`config.mk`:
```
export PLATFORM = sky130hd
export DESIGN_NAME = rip_decode_stage
export DESIGN_NICKNAME = d
export VERILOG_FILES = /design/src/rtl/rip_type.sv /design/src/rtl/rip_imm_gen.sv /design/src/rtl/rip_decode_stage.sv
export SDC_FILE = /design/constraint.sdc
export NUM_CORES = 1
export LEC_CHECK = 0
export ABC_CLOCK_PERIOD_IN_PS = 1900
export CORE_MARGIN = 5
export CORE_UTILIZATION = 52
export CTS_BUF_LIST = sky130_fd_sc_hd__clkbuf_16
export DETAILED_ROUTE_END_ITERATION = 10
export DONT_BUFFER_PORTS = 1
export HOLD_SLACK_MARGIN = 0.02
export PLACE_DENSITY = 0.71
export SLEW_MARGIN = 0
export SYNTH_ARGS = -nofsm -noshare
export SYNTH_HDL_FRONTEND = slang
export SYNTH_SLANG_ARGS = --single-unit
```
`constraint.sdc`:
```
create_clock -name clk -period 1.9 [get_ports clk]
set_input_delay 0.285 -clock clk [delete_from_list [all_inputs] [get_ports clk]]
set_output_delay 0.285 -clock clk [all_outputs]
set_load 0.03 [all_outputs]
```
`src/rtl/rip_type.sv`:
```
// Shared decode-stage types: opcode/funct7 constants, the one-hot
// instruction record, the decoded packet and the handshake state.
package rip_type;

    localparam int XLEN   = 32;
    localparam int REG_AW = 5;

    localparam logic [6:0] OPC_LUI    = 7'b0110111;
    localparam logic [6:0] OPC_AUIPC  = 7'b0010111;
    localparam logic [6:0] OPC_JAL    = 7'b1101111;
    localparam logic [6:0] OPC_JALR   = 7'b1100111;
    localparam logic [6:0] OPC_BRANCH = 7'b1100011;
    localparam logic [6:0] OPC_LOAD   = 7'b0000011;
    localparam logic [6:0] OPC_STORE  = 7'b0100011;
    localparam logic [6:0] OPC_OP_IMM = 7'b0010011;
    localparam logic [6:0] OPC_OP     = 7'b0110011;
    localparam logic [6:0] OPC_SYSTEM = 7'b1110011;

    // funct7 values accepted on OP / shift-immediate encodings
    localparam logic [6:0] F7_BASE   = 7'h00;
    localparam logic [6:0] F7_ALT    = 7'h20;  // SUB, SRA, SRAI
    localparam logic [6:0] F7_MULDIV = 7'h01;  // M extension

    // Exact SYSTEM encodings without a CSR
    localparam logic [31:0] ENC_ECALL  = 32'h0000_0073;
    localparam logic [31:0] ENC_EBREAK = 32'h0010_0073;

    // One flag per instruction, MSB first in this order.
    typedef struct packed {
        logic lui, auipc, jal, jalr;
        logic beq, bne, blt, bge, bltu, bgeu;
        logic lb, lh, lw, lbu, lhu;
        logic sb, sh, sw;
        logic addi, slti, sltiu, xori, ori, andi, slli, srli, srai;
        logic add, sub, sll, slt, sltu, xor_op, srl, sra, or_op, and_op;
        logic mul, mulh, mulhsu, mulhu, div, divu, rem, remu;
        logic csrrw, csrrs, csrrc, csrrwi, csrrsi, csrrci;
        logic ecall, ebreak;
    } inst_t;

    typedef struct packed {
        inst_t              inst;
        logic [REG_AW-1:0]  rs1_addr;
        logic [REG_AW-1:0]  rs2_addr;
        logic [REG_AW-1:0]  rd_addr;
        logic [XLEN-1:0]    imm;
        logic [4:0]         zimm;
        logic [11:0]        csr_addr;
        logic [XLEN-1:0]    pc;
        logic               illegal;
    } dec_pkt_t;

    typedef enum logic [1:0] {
        ST_EMPTY = 2'd0,
        ST_ONE   = 2'd1,
        ST_FULL  = 2'd2
    } state_e;

endpackage

```
`src/rtl/rip_imm_gen.sv`:
```
// Combinational immediate formatter; the format is chosen from the opcode.
module rip_imm_gen
    import rip_type::*;
(
    input  logic [XLEN-1:0] i_inst,
    output logic [XLEN-1:0] o_imm
);

    // Pick the immediate layout for the instruction format; R-type, SYSTEM
    // and unknown opcodes produce zero.
    always_comb begin
        o_imm = '0;
        case (i_inst[6:0])
            OPC_LOAD, OPC_OP_IMM, OPC_JALR:
                o_imm = {{20{i_inst[31]}}, i_inst[31:20]};
            OPC_STORE:
                o_imm = {{20{i_inst[31]}}, i_inst[31:25], i_inst[11:7]};
            OPC_BRANCH:
                o_imm = {{19{i_inst[31]}}, i_inst[31], i_inst[7], i_inst[30:25],
                         i_inst[11:8], 1'b0};
            OPC_LUI, OPC_AUIPC:
                o_imm = {i_inst[31:12], 12'b0};
            OPC_JAL:
                o_imm = {{11{i_inst[31]}}, i_inst[31], i_inst[19:12], i_inst[20],
                         i_inst[30:21], 1'b0};
            default:
                o_imm = '0;
        endcase
    end

endmodule

```
`src/rtl/rip_decode_stage.sv`:
```
// RV32IM+Zicsr decode stage with valid/ready on both sides and a two-entry
// (main + skid) buffer so in_ready depends only on registered state.
// Only the default DATA_WIDTH/REG_ADDR_WIDTH values are meaningful.
module rip_decode_stage
    import rip_type::*;
#(
    parameter int DATA_WIDTH     = 32,
    parameter int REG_ADDR_WIDTH = 5
) (
    input  logic                      clk,
    input  logic                      rst_n,
    input  logic                      flush,
    input  logic                      in_valid,
    output logic                      in_ready,
    input  logic [DATA_WIDTH-1:0]     in_inst,
    input  logic [DATA_WIDTH-1:0]     in_pc,
    output logic                      out_valid,
    input  logic                      out_ready,
    output inst_t                     out_inst,
    output logic [REG_ADDR_WIDTH-1:0] out_rs1_addr,
    output logic [REG_ADDR_WIDTH-1:0] out_rs2_addr,
    output logic [REG_ADDR_WIDTH-1:0] out_rd_addr,
    output logic [DATA_WIDTH-1:0]     out_imm,
    output logic [4:0]                out_zimm,
    output logic [11:0]               out_csr_addr,
    output logic [DATA_WIDTH-1:0]     out_pc,
    output logic                      out_illegal
);

    state_e          r_state;
    state_e          w_state_next;
    dec_pkt_t        r_main;
    dec_pkt_t        r_skid;
    dec_pkt_t        w_dec;
    logic [XLEN-1:0] w_imm;
    logic [6:0]      w_opcode;
    logic [2:0]      w_funct3;
    logic [6:0]      w_funct7;
    logic            w_accept;
    logic            w_emit;
    logic            w_load_main_in;
    logic            w_load_main_skid;
    logic            w_load_skid;
    logic            w_is_csr;
    logic            w_is_csri;

    assign w_opcode = in_inst[6:0];
    assign w_funct3 = in_inst[14:12];
    assign w_funct7 = in_inst[31:25];

    rip_imm_gen u_imm_gen (
        .i_inst (in_inst),
        .o_imm  (w_imm)
    );

    // Decode the raw word into the one-hot record plus pass-through fields.
    always_comb begin
        w_dec          = '0;
        w_dec.rs1_addr = in_inst[19:15];
        w_dec.rs2_addr = in_inst[24:20];
        w_dec.rd_addr  = in_inst[11:7];
        w_dec.imm      = w_imm;
        w_dec.pc       = in_pc;
        case (w_opcode)
            OPC_LUI:   w_dec.inst.lui   = 1'b1;
            OPC_AUIPC: w_dec.inst.auipc = 1'b1;
            OPC_JAL:   w_dec.inst.jal   = 1'b1;
            OPC_JALR:  w_dec.inst.jalr  = (w_funct3 == 3'd0);
            OPC_BRANCH: begin
                case (w_funct3)
                    3'd0: w_dec.inst.beq  = 1'b1;
                    3'd1: w_dec.inst.bne  = 1'b1;
                    3'd4: w_dec.inst.blt  = 1'b1;
                    3'd5: w_dec.inst.bge  = 1'b1;
                    3'd6: w_dec.inst.bltu = 1'b1;
                    3'd7: w_dec.inst.bgeu = 1'b1;
                    default: ;
                endcase
            end
            OPC_LOAD: begin
                case (w_funct3)
                    3'd0: w_dec.inst.lb  = 1'b1;
                    3'd1: w_dec.inst.lh  = 1'b1;
                    3'd2: w_dec.inst.lw  = 1'b1;
                    3'd4: w_dec.inst.lbu = 1'b1;
                    3'd5: w_dec.inst.lhu = 1'b1;
                    default: ;
                endcase
            end
            OPC_STORE: begin
                case (w_funct3)
                    3'd0: w_dec.inst.sb = 1'b1;
                    3'd1: w_dec.inst.sh = 1'b1;
                    3'd2: w_dec.inst.sw = 1'b1;
                    default: ;
                endcase
            end
            OPC_OP_IMM: begin
                case (w_funct3)
                    3'd0: w_dec.inst.addi  = 1'b1;
                    3'd2: w_dec.inst.slti  = 1'b1;
                    3'd3: w_dec.inst.sltiu = 1'b1;
                    3'd4: w_dec.inst.xori  = 1'b1;
                    3'd6: w_dec.inst.ori   = 1'b1;
                    3'd7: w_dec.inst.andi  = 1'b1;
                    // shamt lives in imm[4:0]; the upper bits act as funct7
                    3'd1: w_dec.inst.slli  = (w_funct7 == F7_BASE);
                    3'd5: begin
                        w_dec.inst.srli = (w_funct7 == F7_BASE);
                        w_dec.inst.srai = (w_funct7 == F7_ALT);
                    end
                    default: ;
                endcase
            end
            OPC_OP: begin
                if (w_funct7 == F7_BASE) begin
                    case (w_funct3)
                        3'd0: w_dec.inst.add    = 1'b1;
                        3'd1: w_dec.inst.sll    = 1'b1;
                        3'd2: w_dec.inst.slt    = 1'b1;
                        3'd3: w_dec.inst.sltu   = 1'b1;
                        3'd4: w_dec.inst.xor_op = 1'b1;
                        3'd5: w_dec.inst.srl    = 1'b1;
                        3'd6: w_dec.inst.or_op  = 1'b1;
                        3'd7: w_dec.inst.and_op = 1'b1;
                        default: ;
                    endcase
                end else if (w_funct7 == F7_ALT) begin
                    w_dec.inst.sub = (w_funct3 == 3'd0);
                    w_dec.inst.sra = (w_funct3 == 3'd5);
                end else if (w_funct7 == F7_MULDIV) begin
                    case (w_funct3)
                        3'd0: w_dec.inst.mul    = 1'b1;
                        3'd1: w_dec.inst.mulh   = 1'b1;
                        3'd2: w_dec.inst.mulhsu = 1'b1;
                        3'd3: w_dec.inst.mulhu  = 1'b1;
                        3'd4: w_dec.inst.div    = 1'b1;
                        3'd5: w_dec.inst.divu   = 1'b1;
                        3'd6: w_dec.inst.rem    = 1'b1;
                        3'd7: w_dec.inst.remu   = 1'b1;
                        default: ;
                    endcase
                end
            end
            OPC_SYSTEM: begin
                case (w_funct3)
                    3'd0: begin
                        w_dec.inst.ecall  = (in_inst == ENC_ECALL);
                        w_dec.inst.ebreak = (in_inst == ENC_EBREAK);
                    end
                    3'd1: w_dec.inst.csrrw  = 1'b1;
                    3'd2: w_dec.inst.csrrs  = 1'b1;
                    3'd3: w_dec.inst.csrrc  = 1'b1;
                    3'd5: w_dec.inst.csrrwi = 1'b1;
                    3'd6: w_dec.inst.csrrsi = 1'b1;
                    3'd7: w_dec.inst.csrrci = 1'b1;
                    default: ;
                endcase
            end
            default: ;
        endcase
        w_is_csri = w_dec.inst.csrrwi | w_dec.inst.csrrsi | w_dec.inst.csrrci;
        w_is_csr  = w_is_csri | w_dec.inst.csrrw | w_dec.inst.csrrs | w_dec.inst.csrrc;
        if (w_is_csr) begin
            w_dec.csr_addr = in_inst[31:20];
        end
        if (w_is_csri) begin
            w_dec.zimm = in_inst[19:15];
        end
        w_dec.illegal = (w_dec.inst == '0);
    end

    // Handshake state register.
    always_ff @(posedge clk or negedge rst_n) begin
        if (!rst_n) begin
            r_state <= ST_EMPTY;
        end else begin
            r_state <= w_state_next;
        end
    end

    // Next state and buffer load enables; flush overrides every transition.
    always_comb begin
        w_state_next     = r_state;
        w_load_main_in   = 1'b0;
        w_load_main_skid = 1'b0;
        w_load_skid      = 1'b0;
        w_accept         = in_valid & (r_state != ST_FULL);
        w_emit           = (r_state != ST_EMPTY) & out_ready;
        if (flush) begin
            w_state_next = ST_EMPTY;
        end else begin
            case (r_state)
                ST_EMPTY: begin
                    if (w_accept) begin
                        w_state_next   = ST_ONE;
                        w_load_main_in = 1'b1;
                    end
                end
                ST_ONE: begin
                    if (w_accept && w_emit) begin
                        w_load_main_in = 1'b1;
                    end else if (w_accept) begin
                        w_state_next = ST_FULL;
                        w_load_skid  = 1'b1;
                    end else if (w_emit) begin
                        w_state_next = ST_EMPTY;
                    end
                end
                ST_FULL: begin
                    if (w_emit) begin
                        w_state_next     = ST_ONE;
                        w_load_main_skid = 1'b1;
                    end
                end
                default: w_state_next = ST_EMPTY;
            endcase
        end
    end

    // Packet storage: main feeds the outputs, skid absorbs one extra packet.
    always_ff @(posedge clk or negedge rst_n) begin
        if (!rst_n) begin
            r_main <= '0;
            r_skid <= '0;
        end else begin
            if (w_load_main_in) begin
                r_main <= w_dec;
            end else if (w_load_main_skid) begin
                r_main <= r_skid;
            end
            if (w_load_skid) begin
                r_skid <= w_dec;
            end
        end
    end

    assign in_ready     = (r_state != ST_FULL);
    assign out_valid    = (r_state != ST_EMPTY);
    assign out_inst     = r_main.inst;
    assign out_rs1_addr = r_main.rs1_addr;
    assign out_rs2_addr = r_main.rs2_addr;
    assign out_rd_addr  = r_main.rd_addr;
    assign out_imm      = r_main.imm;
    assign out_zimm     = r_main.zimm;
    assign out_csr_addr = r_main.csr_addr;
    assign out_pc       = r_main.pc;
    assign out_illegal  = r_main.illegal;

endmodule
```
==> impl_metrics.env, run 1 <==
export IMPL_outcome="finished, violations left"
export IMPL_violations="hold timing"
export IMPL_rsz0062_at_grt="true"
export IMPL_start_kind="flip-flop"
export IMPL_worstPathRequired_ns=2.33
export IMPL_total_power_mw=15.3
export IMPL_critPathBufInv=4
export IMPL_ys_ff_latch=302
export IMPL_die_x_um=167
export IMPL_netlist_area_um2=12800
export IMPL_clock_sinks=302
export IMPL_core_area_um2=24300
export IMPL_ios=221
export IMPL_reg2regPathDepth=9
export IMPL_crit_path_start="r_state[1]"
export IMPL_cts_inserted_buffers=31
export IMPL_hp_class="in2async"
export IMPL_clock_latency_ns=0.57
export IMPL_initial_core_util=0.527
export IMPL_grt_pass1_vias=10264
export IMPL_hold_violations=302
export IMPL_grt_usage=0.269
export IMPL_timing_final_crit_share=0.977
export IMPL_synth_avg_cell_area_um2=9.74
export IMPL_yosys_warnings=0
export IMPL_totalWireLength_mm=39.6
export IMPL_seq_area_um2=7560
export IMPL_gr_total_overflow=0
export IMPL_place_area_um2=13500
export IMPL_p_leak_nw=7.16
export IMPL_yosysMostFrequentCell="nand2_1"
export IMPL_synth_edf_count=0
export IMPL_r2r_start="r_state[1]"
export IMPL_synthArstFlopShare=1.00
export IMPL_hold_buffers=65
export IMPL_syn_nets=1385
export IMPL_multiInputGateArea_um2=4900
export IMPL_top_usage_layer="met2"
export IMPL_path_class="reg2reg"
export IMPL_grt_max_degree=303
export IMPL_cts_root_buf="clkbuf_16"
export IMPL_synth_cell_type_count=62
export IMPL_vias_per_cell=6.23
export IMPL_skew_ns=0.0204
export IMPL_cap_violations=0
export IMPL_report_final_slew_viol_count=0
export IMPL_portBuffers=0
export IMPL_pre_cts_slack_ns=-0.0151
export IMPL_fillers=1924
export IMPL_crit_family="buffers and inverters"
export IMPL_slew_headroom=0.540
export IMPL_area_delta_synth_final_pct=19.3
export IMPL_finalCriticalPeriod_ns=1.86
export IMPL_synth_top_area_frac=0.589
export IMPL_grt_pass1_wl_mm=61.1
export IMPL_fin_area_um2=15300
export IMPL_nets=1444
export IMPL_n_antenna_cell=0
export IMPL_first_pass_iters=6
export IMPL_drt_iter0_drc=1256
export IMPL_cts_tree="done"
export IMPL_die_area_um2=27900
export IMPL_end_kind="flip-flop"
export IMPL_r2r_end="out_pc[0]"
export IMPL_peakVddDrop_mv=0.773
export IMPL_yosysTopAreaCell="dfrtp_1"
export IMPL_hold_slack_ns=-0.569
export IMPL_crit_top_cell="nand2_1"
export IMPL_synth_flop_cell="dfrtp_1"
export IMPL_clk_path_buf_depth=3
export IMPL_antenna_found_initial=0
export IMPL_vias=10729
export IMPL_synth_area_leaders="dfrtp_1, nand2_1, a22oi_1"
export IMPL_critPathMaxFanout=43
export IMPL_drc=0
export IMPL_slowest_stage="dfrtp_1"
export IMPL_dpl_hpwl_mm=23.8
export IMPL_fmax_ghz=0.539
export IMPL_syn_inst=1316
export IMPL_max_slew_worst_pin_slew_ns=0.685
export IMPL_wl_per_cell_um=23.0
export IMPL_drive_above_1_share=0.0959
export IMPL_critPathMaxStageDelay_ns=0.43
export IMPL_yosys_top_cells_count="nand2_1, dfrtp_1, a22oi_1"
export IMPL_setup_viol_count_final=0
export IMPL_grt_util_met3=0.0813
export IMPL_ys_seq_area_frac=0.589
export IMPL_cp_arrival_ns=2.28
export IMPL_detail_route_antenna_nets=0
export IMPL_clk_pin_slew_ns=0.06
export IMPL_grtUsageMet1=0.372
export IMPL_regToRegSetupSlack_ns=0.04
export IMPL_die_h_um=167
export IMPL_num_rows=57
export IMPL_ctsHtreeMaxLevel=1
export IMPL_gp_congestion=0.870
export IMPL_power_density_nw_per_um2=1000
export IMPL_grt_met2_usage=0.419
export IMPL_worst_slack_ns=0.0430
export IMPL_path_cells="nor2b_2, inv_2, nor3b_4, buf_4, nor2_4, buf_12, buf_16, nand2_1, nand2_1"
-- routing by layer --
metal / vias to the layer above / routed length [µm] / share of wire
met5: - / 0 / 0
met4: 0 / 1100 / 0.028
met3: 78 / 4150 / 0.10
met2: 564 / 18400 / 0.46
met1: 5318 / 16000 / 0.40
li1: 4769 / - / -
-- layout make-up --
type                            count  share of cell area
Clock buffer                       31              0.0507
Clock inverter                     24              0.0142
Inverter                            9             0.00221
Multi-Input combinational cell    901               0.320
Sequential cell                   302               0.494
Tap cell                          324              0.0265
Timing Repair Buffer              130              0.0923
-- power by group --
part | internal [mW] | switching (mW) | total, mW | leakage (nW)
combinational | 0.513 | 0.698 | 1.21 | 2.65
sequential | 7.03 | 1.06 | 8.10 | 4.01
clock | 3.49 | 2.52 | 6.01 | 0.501
total | 11.0 | 4.29 | 15.3 | 7.16
-- cell families (layout without fill, tap and decap cells) --
kind of cell,count (synthesis),count (layout),synth area share
compound gates,363,363,0.193
simple gates,537,537,0.181
flops,302,302,0.589
buf+inv,113,194,0.0364
mux,1,1,0.000781
-- how the worst max path moves through the flow --
stage / endpoint / slack, ns / cells after the start
6_report: out_pc[0] / 0.04 / 9
5_1_grt: out_pc[15] / -0.02 / 8
4_1_cts: out_imm[3] / 0.02 / 7
3_5_place_dp: r_skid[0] / -0.02 / 6
3_3_place_gp: r_skid[45] / 0.04 / 7
2_1_floorplan: out_inst[18] / 0.03 / 8
-- through the flow --
step | hold WS [ns] | setup TNS [ns] | util | std cells
final | -0.569 | 0 | 0.629 | 1721
after global routing | -0.583 | -0.0627 | 0.629 | 1721
after CTS | -0.583 | 0 | 0.622 | 1717
after detailed placement | 0.000952 | -0.0210 | 0.554 | 1596
after global placement | 0.00801 | 0 | 0.554 | 1596
after floorplan | -0.0106 | 0 | - | 1316
-- cells in the final DEF, fill, tap and decap left out, drive strengths merged, types with 3 or more instances in the layout --
cell / count
nand2b: 6
a222oi: 7
or2: 3
nor4: 7
clkbuf: 34
a31oi: 28
a21oi: 44
nand4: 4
nor3: 16
and3: 17
o211ai: 3
nand3: 22
a221o: 20
dlygate4sd3: 65
inv: 15
nor2b: 6
nor2: 25
a22o: 12
dfrtp: 302
a22oi: 106
bufinv: 4
nor3b: 3
clkinv: 12
and2: 6
a32o: 5
buf: 62
nand3b: 4
nand4b: 3
or3: 5
nand2: 404
o21ai: 87
o31ai: 37
-- state kept, by name, indices dropped and copies added, names as in the netlist --
name          flops
out_pc           32
out_rs1_addr      5
r_skid          150
out_imm          32
r_state           2
out_rd_addr       5
out_zimm          5
out_inst         53
out_csr_addr     12
out_illegal       1
out_rs2_addr      5
-- what timing repair did --
action                     CTS  global route
hold endpoints to repair   519           302
setup buffers                1             1
pin swaps                    1             2
gates cloned                 0             3
gates resized for setup      1            20
setup endpoints to repair   42           186
No activity file was read; power rests on OpenSTA's default activity.
==> run 2, diff against run 1 <==
- CORE_ASPECT_RATIO: not set -> 0.9
- SYNTH_HIERARCHICAL: not set -> 1
==> run 2 against run 1 <==
Compared with the run above:
- maximum frequency increased by 0.53%
- power is 5.3% lower
- highest routed layer unchanged
- synthesized area is 0.50% higher
- the flow still finishes with violations (hold timing)
- first-iteration DRC count grew 10%
- critical path type unchanged
- cell count grew 1.0%
==> impl_metrics.env, run 2 <==
export IMPL_vias_per_cell=6.18
export IMPL_clk_pin_slew_ns=0.06
export IMPL_detail_route_antenna_nets=0
export IMPL_path_class="reg2reg"
export IMPL_dpl_hpwl_mm=23.9
export IMPL_critPathMaxStageDelay_ns=0.39
export IMPL_netlist_area_um2=12900
export IMPL_start_kind="flip-flop"
export IMPL_synth_avg_cell_area_um2=9.53
export IMPL_end_kind="flip-flop"
export IMPL_peakVddDrop_mv=0.673
export IMPL_fmax_ghz=0.541
export IMPL_report_final_slew_viol_count=0
export IMPL_ios=221
export IMPL_ys_ff_latch=302
export IMPL_clock_sinks=302
export IMPL_vias=10742
export IMPL_path_cells="and2b_2, inv_2, nor3b_4, buf_4, buf_4, buf_12, a22oi_1, nand2_1"
export IMPL_grt_pass1_vias=10152
export IMPL_grt_max_degree=303
export IMPL_portBuffers=0
export IMPL_cts_tree="done"
export IMPL_skew_ns=0.0167
export IMPL_gp_congestion=0.847
export IMPL_outcome="finished, violations left"
export IMPL_hp_class="in2async"
export IMPL_yosys_warnings=6
export IMPL_slew_headroom=0.494
export IMPL_totalWireLength_mm=38.7
export IMPL_synth_flop_cell="dfrtp_1"
export IMPL_largest_reg_flops=150
export IMPL_cts_root_buf="clkbuf_16"
export IMPL_crit_family="simple AND/OR/NAND/NOR gates"
export IMPL_synthArstFlopShare=1.00
export IMPL_nets=1478
export IMPL_critPathBufInv=4
export IMPL_first_pass_iters=6
export IMPL_ys_seq_area_frac=0.586
export IMPL_clock_latency_ns=0.55
export IMPL_drive_above_1_share=0.0853
export IMPL_die_h_um=159
export IMPL_slowest_stage="dfrtp_1"
export IMPL_gr_total_overflow=0
export IMPL_reg2regPathDepth=8
export IMPL_pre_cts_slack_ns=-0.0347
export IMPL_multiInputGateArea_um2=4900
export IMPL_syn_nets=1421
export IMPL_violations="hold timing"
export IMPL_r2r_end="out_imm[6]"
export IMPL_setup_viol_count_final=0
export IMPL_critPathMaxFanout=36
export IMPL_n_antenna_cell=0
export IMPL_finalCriticalPeriod_ns=1.85
export IMPL_final_cell_mix="nand2_1, dfrtp_1, a22oi_1, o21ai_0, dlygate4sd3_1"
export IMPL_yosysMostFrequentCell="nand2_1"
export IMPL_drc=0
export IMPL_core_area_um2=24300
export IMPL_seq_area_um2=7560
export IMPL_r2r_start="r_state[0]"
export IMPL_wl_per_cell_um=22.3
export IMPL_cap_violations=0
export IMPL_worst_slack_ns=0.0528
export IMPL_crit_path_start="r_state[0]"
export IMPL_synth_cell_type_count=64
export IMPL_final_common_cell="nand2_1"
export IMPL_crit_top_cell="buf_4"
export IMPL_yosysTopAreaCell="dfrtp_1"
export IMPL_yosys_top_cells_count="nand2_1, dfrtp_1, a22oi_1"
export IMPL_cp_arrival_ns=2.32
export IMPL_regToRegSetupSlack_ns=0.05
export IMPL_synth_top_area_frac=0.586
export IMPL_initial_core_util=0.530
export IMPL_timing_final_crit_share=0.972
export IMPL_num_rows=54
export IMPL_drt_iter0_drc=1386
export IMPL_worstPathRequired_ns=2.37
export IMPL_power_density_nw_per_um2=963
export IMPL_top_register="r_skid"
export IMPL_max_slew_worst_pin_slew_ns=0.759
export IMPL_synth_area_leaders="dfrtp_1, nand2_1, a22oi_1"
export IMPL_hold_violations=302
export IMPL_grt_usage=0.265
export IMPL_syn_inst=1352
export IMPL_antenna_found_initial=1
export IMPL_die_area_um2=28000
export IMPL_worst_path_stages=8
export IMPL_fillers=1962
export IMPL_area_delta_synth_final_pct=16.9
export IMPL_cts_inserted_buffers=30
export IMPL_synth_edf_count=0
export IMPL_p_leak_nw=7.48
export IMPL_hold_slack_ns=-0.557
export IMPL_endpoint="out_imm[6]"
export IMPL_grt_pass1_wl_mm=59.6
export IMPL_clk_path_buf_depth=3
export IMPL_die_x_um=176
export IMPL_hold_buffers=66
export IMPL_ctsHtreeMaxLevel=1
==> run 2: logic make-up after synthesis <==
family                 Yosys count  synth area share
muxes                            1           0.00116
DFF                            302             0.586
buffers and inverters          103            0.0351
AOI/OAI and AO/OA              309             0.163
and+or+nand+nor                637             0.215
==> run 2: worst reg2reg max path: cells and delay by family, from the launching register on <==
family,cells,cell delay (ns)
flops,1,0.39
simple gates,3,0.61
compound gates,1,0.16
buf+inv,4,0.62
==> run 2: layout make-up <==
| cell class | instances | area share |
|---|---|---|
| timing repair buffer | 113 | 0.0809 |
| multi-input combinational | 947 | 0.326 |
| sequential | 302 | 0.502 |
| tap | 308 | 0.0256 |
| clock inverter | 23 | 0.0113 |
| clock buffer | 31 | 0.0515 |
| inverter | 15 | 0.00374 |
==> run 2: through the flow <==
step | utilization | TNS (ns) | area [µm²] | power, mW | std cells
CTS | 0.617 | 0 | 15000 | 14.5 | 1736
detailed placement | 0.550 | -0.220 | 13400 | 8.64 | 1614
global placement | 0.550 | 0 | 13400 | 8.58 | 1614
floorplan | - | 0 | 12900 | 8.34 | 1352
global route | 0.619 | -0.0455 | 15100 | 15.1 | 1739
finish | 0.619 | 0 | 15100 | 14.5 | 1739
==> run 2: what timing repair did <==
action / 4_1_cts / 5_1_grt
resized for setup: 0 / 5
setup buffers: 2 / 1
endpoints found under the setup margin: 22 / 119
cloned: 0 / 2
pin swaps: 2 / 1
hold endpoints to repair: 485 / 302
==> run 2: worst min-delay path by stage <==
stage | start | slack, ns | cells after the start | end
after global placement | rst_n | 0.001 | 0 | r_skid[22]
final | rst_n | -0.56 | 0 | r_skid[11]
after CTS | rst_n | -0.58 | 0 | r_skid[11]
after floorplan | rst_n | -0.01 | 0 | out_csr_addr[0]
after global routing | rst_n | -0.59 | 0 | r_skid[11]
after detailed placement | rst_n | -0.004 | 0 | r_skid[11]
==> run 2: power breakdown <==
group	total (mW)	switching (mW)	internal [mW]
Clock	5.77	2.45	3.32
Combinational	1.06	0.618	0.445
Sequential	7.67	0.744	6.92
==> run 2: metal layers <==
metal / share of wire / routed length, µm / up-vias / global-route usage
met1: 0.41 / 16000 / 5338 / 0.376
met2: 0.44 / 17200 / 575 / 0.394
li1: - / - / 4772 / -
met3: 0.12 / 4670 / 57 / 0.0933
met5: 0 / 0 / - / 0
met4: 0.024 / 912 / 0 / 0.0620
==> run 3, diff against run 2 <==
- GPL_ROUTABILITY_DRIVEN: not set -> 0
==> results of run 3 <==
Same layout as run 2: the final DEF is identical, and so are final timing and power.
